===== src/rtl/j_uart_pkg.sv =====
// Shared UART definitions for the j_txer transmitter and j_rxer receiver.
// Contents: frame constants, the bit-state enumeration and the parity helper.
package j_uart_pkg;

  localparam int UART_DATA_BITS  = 8;
  localparam int UART_OVERSAMPLE = 16;
  localparam int UART_FRAME_BITS     = UART_DATA_BITS + 2;
  localparam int UART_FRAME_BITS_PAR = UART_DATA_BITS + 3;

  typedef enum logic [2:0] {
    IDLE   = 3'd0,
    START  = 3'd1,
    DATA   = 3'd2,
    PARITY = 3'd3,
    STOP   = 3'd4
  } uart_state_e;

  // Even parity makes the total count of ones (data plus parity) even.
  function automatic logic parity(input logic [UART_DATA_BITS-1:0] data,
                                  input logic                      even);
    return even ? (^data) : (~^data);
  endfunction

endpackage


===== src/rtl/j_txer_if.sv =====
// CPU-side and line-side signal bundle of the j_txer UART transmitter.
// The master modport is the bus/pad side; the slave modport is the transmitter.
interface j_txer_if;
  import j_uart_pkg::*;

  logic [UART_DATA_BITS-1:0] din;
  logic                      u2dwr;
  logic                      paren;
  logic                      even;
  logic                      txpol;
  logic                      txbrk;
  logic                      serout;
  logic                      tbe;
  logic                      tsre;

  modport master (
    output din, u2dwr, paren, even, txpol, txbrk,
    input  serout, tbe, tsre
  );

  modport slave (
    input  din, u2dwr, paren, even, txpol, txbrk,
    output serout, tbe, tsre
  );

endinterface


===== src/rtl/j_txbaud.sv =====
// Gated bx16 divider: produces one bit_end pulse every OVERSAMPLE bx16 pulses
// while run is high, and holds its sub-count at zero while run is low.
module j_txbaud
  import j_uart_pkg::*;
#(
  parameter int OVERSAMPLE = UART_OVERSAMPLE
) (
  input  logic clk,
  input  logic resetl,
  input  logic bx16,
  input  logic run,
  output logic bit_end
);

  localparam logic [3:0] LAST = 4'(OVERSAMPLE - 1);

  logic [3:0] sub_q;

  assign bit_end = run & bx16 & (sub_q == LAST);

  // NOTE: sequential state is written with <= so every flop samples the
  // pre-edge values; blocking here would create order-dependent behaviour.
  always_ff @(posedge clk or negedge resetl) begin
    if (!resetl) begin
      sub_q <= '0;
    end else if (!run) begin
      sub_q <= '0;
    end else if (bx16) begin
      sub_q <= bit_end ? 4'd0 : sub_q + 4'd1;
    end
  end

endmodule


===== src/rtl/j_txer.sv =====
// UART transmitter: holding buffer, shift register and bit-state machine that
// serialise start, LSB-first data, optional parity and one stop bit.
module j_txer
  import j_uart_pkg::*;
#(
  parameter int DATA_BITS  = UART_DATA_BITS,
  parameter int OVERSAMPLE = UART_OVERSAMPLE
) (
  input  logic       clk,
  input  logic       resetl,
  input  logic       bx16,
  j_txer_if.slave    bus
);

  localparam logic [2:0] S_IDLE   = IDLE;
  localparam logic [2:0] S_START  = START;
  localparam logic [2:0] S_DATA   = DATA;
  localparam logic [2:0] S_PARITY = PARITY;
  localparam logic [2:0] S_STOP   = STOP;

  localparam logic [2:0] LAST_BIT = 3'(DATA_BITS - 1);

  logic [DATA_BITS-1:0] hold_q;
  logic                 tbe_q;
  logic [DATA_BITS-1:0] shreg_q;
  logic [2:0]           bit_idx_q;
  logic [2:0]           state_q;
  logic                 line_q;
  logic                 paren_q;
  logic                 par_bit_q;

  logic                 bit_end;
  logic                 load;

  j_txbaud #(.OVERSAMPLE(OVERSAMPLE)) u_baud (
    .clk     (clk),
    .resetl  (resetl),
    .bx16    (bx16),
    .run     (state_q != S_IDLE),
    .bit_end (bit_end)
  );

  // A pending byte starts from idle at once, or straight after the stop bit.
  assign load = ~tbe_q &
                ((state_q == S_IDLE) | ((state_q == S_STOP) & bit_end));

  // Holding buffer: a write always wins over the load-side clearing of tbe.
  always_ff @(posedge clk or negedge resetl) begin
    if (!resetl) begin
      hold_q <= '0;
      tbe_q  <= 1'b1;
    end else if (bus.u2dwr) begin
      hold_q <= bus.din;
      tbe_q  <= 1'b0;
    end else if (load) begin
      tbe_q  <= 1'b1;
    end
  end

  // Parity is fixed at load time from the latched even/odd select.
  always_ff @(posedge clk or negedge resetl) begin
    if (!resetl) begin
      state_q   <= S_IDLE;
      line_q    <= 1'b1;
      shreg_q   <= '0;
      bit_idx_q <= '0;
      paren_q   <= 1'b0;
      par_bit_q <= 1'b0;
    end else if (load) begin
      shreg_q   <= hold_q;
      paren_q   <= bus.paren;
      par_bit_q <= parity(hold_q, bus.even);
      bit_idx_q <= '0;
      state_q   <= S_START;
      line_q    <= 1'b0;
    end else if (bit_end) begin
      case (state_q)
        S_START: begin
          line_q    <= shreg_q[0];
          shreg_q   <= shreg_q >> 1;
          bit_idx_q <= '0;
          state_q   <= S_DATA;
        end
        S_DATA: begin
          if (bit_idx_q == LAST_BIT) begin
            if (paren_q) begin
              line_q  <= par_bit_q;
              state_q <= S_PARITY;
            end else begin
              line_q  <= 1'b1;
              state_q <= S_STOP;
            end
          end else begin
            line_q    <= shreg_q[0];
            shreg_q   <= shreg_q >> 1;
            bit_idx_q <= bit_idx_q + 3'd1;
          end
        end
        S_PARITY: begin
          line_q  <= 1'b1;
          state_q <= S_STOP;
        end
        S_STOP: begin
          line_q  <= 1'b1;
          state_q <= S_IDLE;
        end
        default: begin
          line_q  <= 1'b1;
          state_q <= S_IDLE;
        end
      endcase
    end
  end

  // Break and polarity act on the registered line only, never on din/u2dwr.
  assign bus.serout = (line_q & ~bus.txbrk) ^ bus.txpol;
  assign bus.tbe    = tbe_q;
  assign bus.tsre   = (state_q == S_IDLE);

endmodule

===== src/flat_wrapper.sv =====
// flat-port wrapper written by rule: the top's interface ports become plain ports
module j_txer_flat import j_uart_pkg::*;
#(
  parameter int DATA_BITS  = UART_DATA_BITS,
  parameter int OVERSAMPLE = UART_OVERSAMPLE
)
  (clk, resetl, bx16, bus_din, bus_u2dwr, bus_paren, bus_even, bus_txpol, bus_txbrk, bus_serout, bus_tbe, bus_tsre);
  j_txer_if bus_i ();
  input  logic clk;
  input  logic resetl;
  input  logic bx16;
  input wire logic [$bits(bus_i.din)-1:0] bus_din;
  input wire logic [$bits(bus_i.u2dwr)-1:0] bus_u2dwr;
  input wire logic [$bits(bus_i.paren)-1:0] bus_paren;
  input wire logic [$bits(bus_i.even)-1:0] bus_even;
  input wire logic [$bits(bus_i.txpol)-1:0] bus_txpol;
  input wire logic [$bits(bus_i.txbrk)-1:0] bus_txbrk;
  output wire logic [$bits(bus_i.serout)-1:0] bus_serout;
  output wire logic [$bits(bus_i.tbe)-1:0] bus_tbe;
  output wire logic [$bits(bus_i.tsre)-1:0] bus_tsre;
  assign bus_i.din = bus_din;
  assign bus_i.u2dwr = bus_u2dwr;
  assign bus_i.paren = bus_paren;
  assign bus_i.even = bus_even;
  assign bus_i.txpol = bus_txpol;
  assign bus_i.txbrk = bus_txbrk;
  assign bus_serout = bus_i.serout;
  assign bus_tbe = bus_i.tbe;
  assign bus_tsre = bus_i.tsre;
  j_txer #(.DATA_BITS(DATA_BITS), .OVERSAMPLE(OVERSAMPLE)) u_core (.clk(clk), .resetl(resetl), .bx16(bx16), .bus(bus_i));
endmodule

===== config.mk =====
export PLATFORM = sky130hd
export DESIGN_NAME = j_txer_flat
export DESIGN_NICKNAME = d
export VERILOG_FILES = /design/src/rtl/j_uart_pkg.sv /design/src/rtl/j_txer_if.sv /design/src/rtl/j_txbaud.sv /design/src/rtl/j_txer.sv /design/src/flat_wrapper.sv
export SDC_FILE = /design/constraint.sdc
export NUM_CORES = 1
export LEC_CHECK = 0
export CAP_MARGIN = 20
export CORE_MARGIN = 1
export CORE_UTILIZATION = 35
export CTS_BUF_LIST = sky130_fd_sc_hd__clkbuf_16
export DETAILED_ROUTE_END_ITERATION = 7
export RECOVER_POWER = 100
export SETUP_SLACK_MARGIN = 0.5
export SYNTH_ARGS = -nofsm -noshare
export SYNTH_HDL_FRONTEND = slang
export SYNTH_SLANG_ARGS = --single-unit

===== constraint.sdc =====
create_clock -name clk -period 4.4 [get_ports clk]
set_input_delay 1.1 -clock clk [delete_from_list [all_inputs] [get_ports clk]]
set_output_delay 1.1 -clock clk [all_outputs]
set_load 0.1 [all_outputs]

==> results of run 1 <==
-- cell usage after synthesis, drive strengths merged --
master | count | area [sq um]
o21ai | 6 | 30.02
ha | 3 | 37.54
a2111oi | 1 | 15.01
xnor3 | 1 | 22.52
a211oi | 1 | 7.510
or3 | 1 | 6.260
nand2 | 13 | 48.80
nor3 | 2 | 10.01
mux2 | 9 | 101.4
clkbuf | 7 | 26.28
nor2 | 15 | 56.30
a41oi | 1 | 8.760
xor2 | 2 | 17.52
a31oi | 1 | 6.260
nor3b | 1 | 7.510
o32ai | 1 | 8.760
or3b | 1 | 8.760
o22a | 1 | 8.760
nand4 | 1 | 6.260
nand2b | 3 | 18.77
and4b | 1 | 10.01
a211o | 1 | 8.760
dfrtp | 28 | 700.7
xnor2 | 6 | 52.55
nor2b | 1 | 6.260
a2111o | 1 | 11.26
mux2i | 9 | 90.09
dfstp | 2 | 52.55
or4 | 2 | 15.01
nand3 | 5 | 25.02
buf | 2 | 8.750
a21oi | 12 | 60.06
-- path summary, 6_finish.rpt --
kind | from | endpoint | slack (ps) | cells after the start
max reg2reg | u_core.u_baud.sub_q[0] | u_core.shreg_q[7] | 1870 | 5
min | u_core.line_q | u_core.line_q | 500 | 2
max in group asynchronous | resetl | u_core.bit_idx_q[1] | 1710 | 2
max | bus_txbrk | bus_serout | 640 | 4
min reg2reg | u_core.line_q | u_core.line_q | 500 | 2
min in group asynchronous | resetl | u_core.u_baud.sub_q[0] | 1760 | 2
-- metal layers --
metal / global-route usage / wire, um / up-vias
met3: 0.05068 / 157 / 3
li1: - / - / 535
met5: 0 / 0 / -
met2: 0.2600 / 1346 / 33
met4: 0.06383 / 27 / 0
met1: 0.1739 / 1222 / 512
-- registers in the layout (all words and copies together), names as in the netlist --
| name | count |
|---|---|
| u_core.shreg_q | 8 |
| u_core.bus.tbe | 1 |
| u_core.bit_idx_q | 3 |
| u_core.par_bit_q | 1 |
| u_core.hold_q | 8 |
| u_core.u_baud.sub_q | 4 |
| u_core.state_q | 3 |
| u_core.line_q | 1 |
| u_core.paren_q | 1 |
-- report_power, final --
part / switching (mW) / total, mW / leakage, nW / internal, mW
Clock: 0.107 / 0.310 / 0.0724 / 0.203
Combinational: 0.152 / 0.289 / 0.392 / 0.137
Sequential: 0.0967 / 0.466 / 0.358 / 0.369
-- critical path: cells and delay by family --
kind	cells	cell delay [ps]
buffers and inverters	2	1320
AND/OR/NAND/NOR	1	130
XOR/XNOR	1	110
-- logic make-up after synthesis --
group	synth area share
simple gates	0.1466
flops	0.5042
compound gates	0.1106
mux	0.1281
xor+xnor	0.06198
buf+inv	0.02345
fa+ha+maj	0.02513
-- placed cells by master, fill, tap and decap left out, types with 2 or more instances in the layout --
| cell | instances |
|---|---|
| or4_1 | 2 |
| nor3_1 | 2 |
| dfstp_2 | 2 |
| xnor2_1 | 5 |
| a21oi_1 | 12 |
| o21ai_0 | 6 |
| clkbuf_16 | 5 |
| dfrtp_1 | 28 |
| mux2_2 | 9 |
| nand2b_1 | 3 |
| xor2_1 | 2 |
| dlygate4sd3_1 | 4 |
| nand2_1 | 13 |
| ha_1 | 3 |
| nand3_1 | 5 |
| clkbuf_1 | 2 |
| nor2_1 | 15 |
| mux2i_1 | 9 |
| clkdlybuf4s50_1 | 12 |
-- area by class of cell --
type / count / area [sq um] / area share
clock buffer: 5 / 125.1 / 0.06817
tap: 50 / 62.56 / 0.03408
timing repair buffer: 19 / 175.2 / 0.09543
sequential: 30 / 753.2 / 0.4104
clock inverter: 3 / 12.51 / 0.006817
multi-input combinational: 102 / 706.9 / 0.3851
==> flow_metrics.tcl, run 1 <==
set metrics [dict create \
    status "complete, but fails checks" \
    violations "max-capacitance violations, max-slew violations" \
    clock_latency_ps 270 \
    wl_mm 2.754 \
    slew_headroom -0.05743 \
    fmax_mhz 266.1 \
    worstPathRequired_ps 3300 \
    cp_cell_sequence "clkdlybuf4s50_1, nand2b_1, xnor2_2, clkbuf_1" \
    place_ws_ps 991.0 \
    die_area_sq_um 4533 \
    cts.sinks 30 \
    post_dp_cell_area_sq_um 1717 \
    grt_max_degree 31 \
    cp.arrival_ps 2660 \
    place_inst 201 \
    nFillCells 377 \
    max-cap-violations 1 \
    nets 177 \
    startpoint_type "primary input" \
    core.rowCount 23 \
    die_x_um 67.33 \
    wl_per_cell_um 13.18 \
    ant_nets 0 \
    instances_no_fill 209 \
    ys_ff_latch 30 \
    root_buffer "clkbuf_16" \
    synth_area_per_cell_sq_um 10.60 \
    design_area_sq_um 1836 \
    crit_fanout 1 \
    cts_tree "built" \
    tightest_slew_ps 1586 \
    min_period_ps 3758 \
    critical_path.endpoint_type "output port" \
    initialDrtViolationCount 41 \
    utilization 0.4524 \
    slew_violations 31 \
    port_buffers 18 \
    finalPower_mw 1.065 \
    layout_setup_ws_ps 641.5 \
    holdWs_ps 501.4 \
    ys_warn_count 0 \
    synthesis.area_sq_um 1494 \
    ir_worst_vdd_mv 0.2183 \
    setup_viol 0 \
    place_congestion 0.7414 \
    core_area_sq_um 4058 \
    crit_slowest_cell "clkbuf_1" \
    num_io_pins 19 \
    setup_tns_ps 0 \
    hpwl_mm 1.963 \
    routed_via_density 5.182 \
    syn_inst 141 \
    grt_pass1_vias 1095 \
    antenna_cells 0 \
    path_clk_slew_ps 50 \
    cts_buffer_depth 2 \
    grt_pass1_wl_mm 4.940 \
    rsz0062_at_grt "no" \
    yosysSeqAreaShare 0.5042 \
    track_usage 0.1526 \
    syn_nets 160 \
    worstSetupPathType "in -> out" \
    fin_skew_ps 4.507 \
    synth_cell_types 34 \
    leakage_nw 0.8231 \
    hp-class "reg -> reg" \
    p_per_area_nw_per_um2 580.2 \
    drive_above_1_share 0.1195 \
    cts-buffers-inserted 5 \
    ctsHoldBuffers 0 \
    cpPeakStageDelay_ps 870 \
    hold_viol_final 0 \
    areaGrowthSynthToFinish_pct 22.86 \
    grt_antenna_before_repair 0 \
    dieHeight_um 67.33 \
    vias 1083 \
    start_util 0.3682 \
    cts.repair.resized 0 \
    grt_remaining_overflow 0 \
    dr.pass1.iters 4 \
    fin_crit_sh 0.8542 \
    drc 0 \
    postCtsSetupBuffers 0 \
    htree_levels 2 \
]
(Power assumes the default switching activity.)
==> run 2, diff against run 1 <==
--- a/config.mk
+++ b/config.mk
@@ -9,6 +9,7 @@
 export CORE_MARGIN = 1
 export CORE_UTILIZATION = 35
 export CTS_BUF_LIST = sky130_fd_sc_hd__clkbuf_16
+export CTS_CLUSTER_SIZE = 8
 export DETAILED_ROUTE_END_ITERATION = 7
 export RECOVER_POWER = 100
 export SETUP_SLACK_MARGIN = 0.5
==> results of run 2 <==
No change in the layout: final DEF, timing and power equal those of run 1.
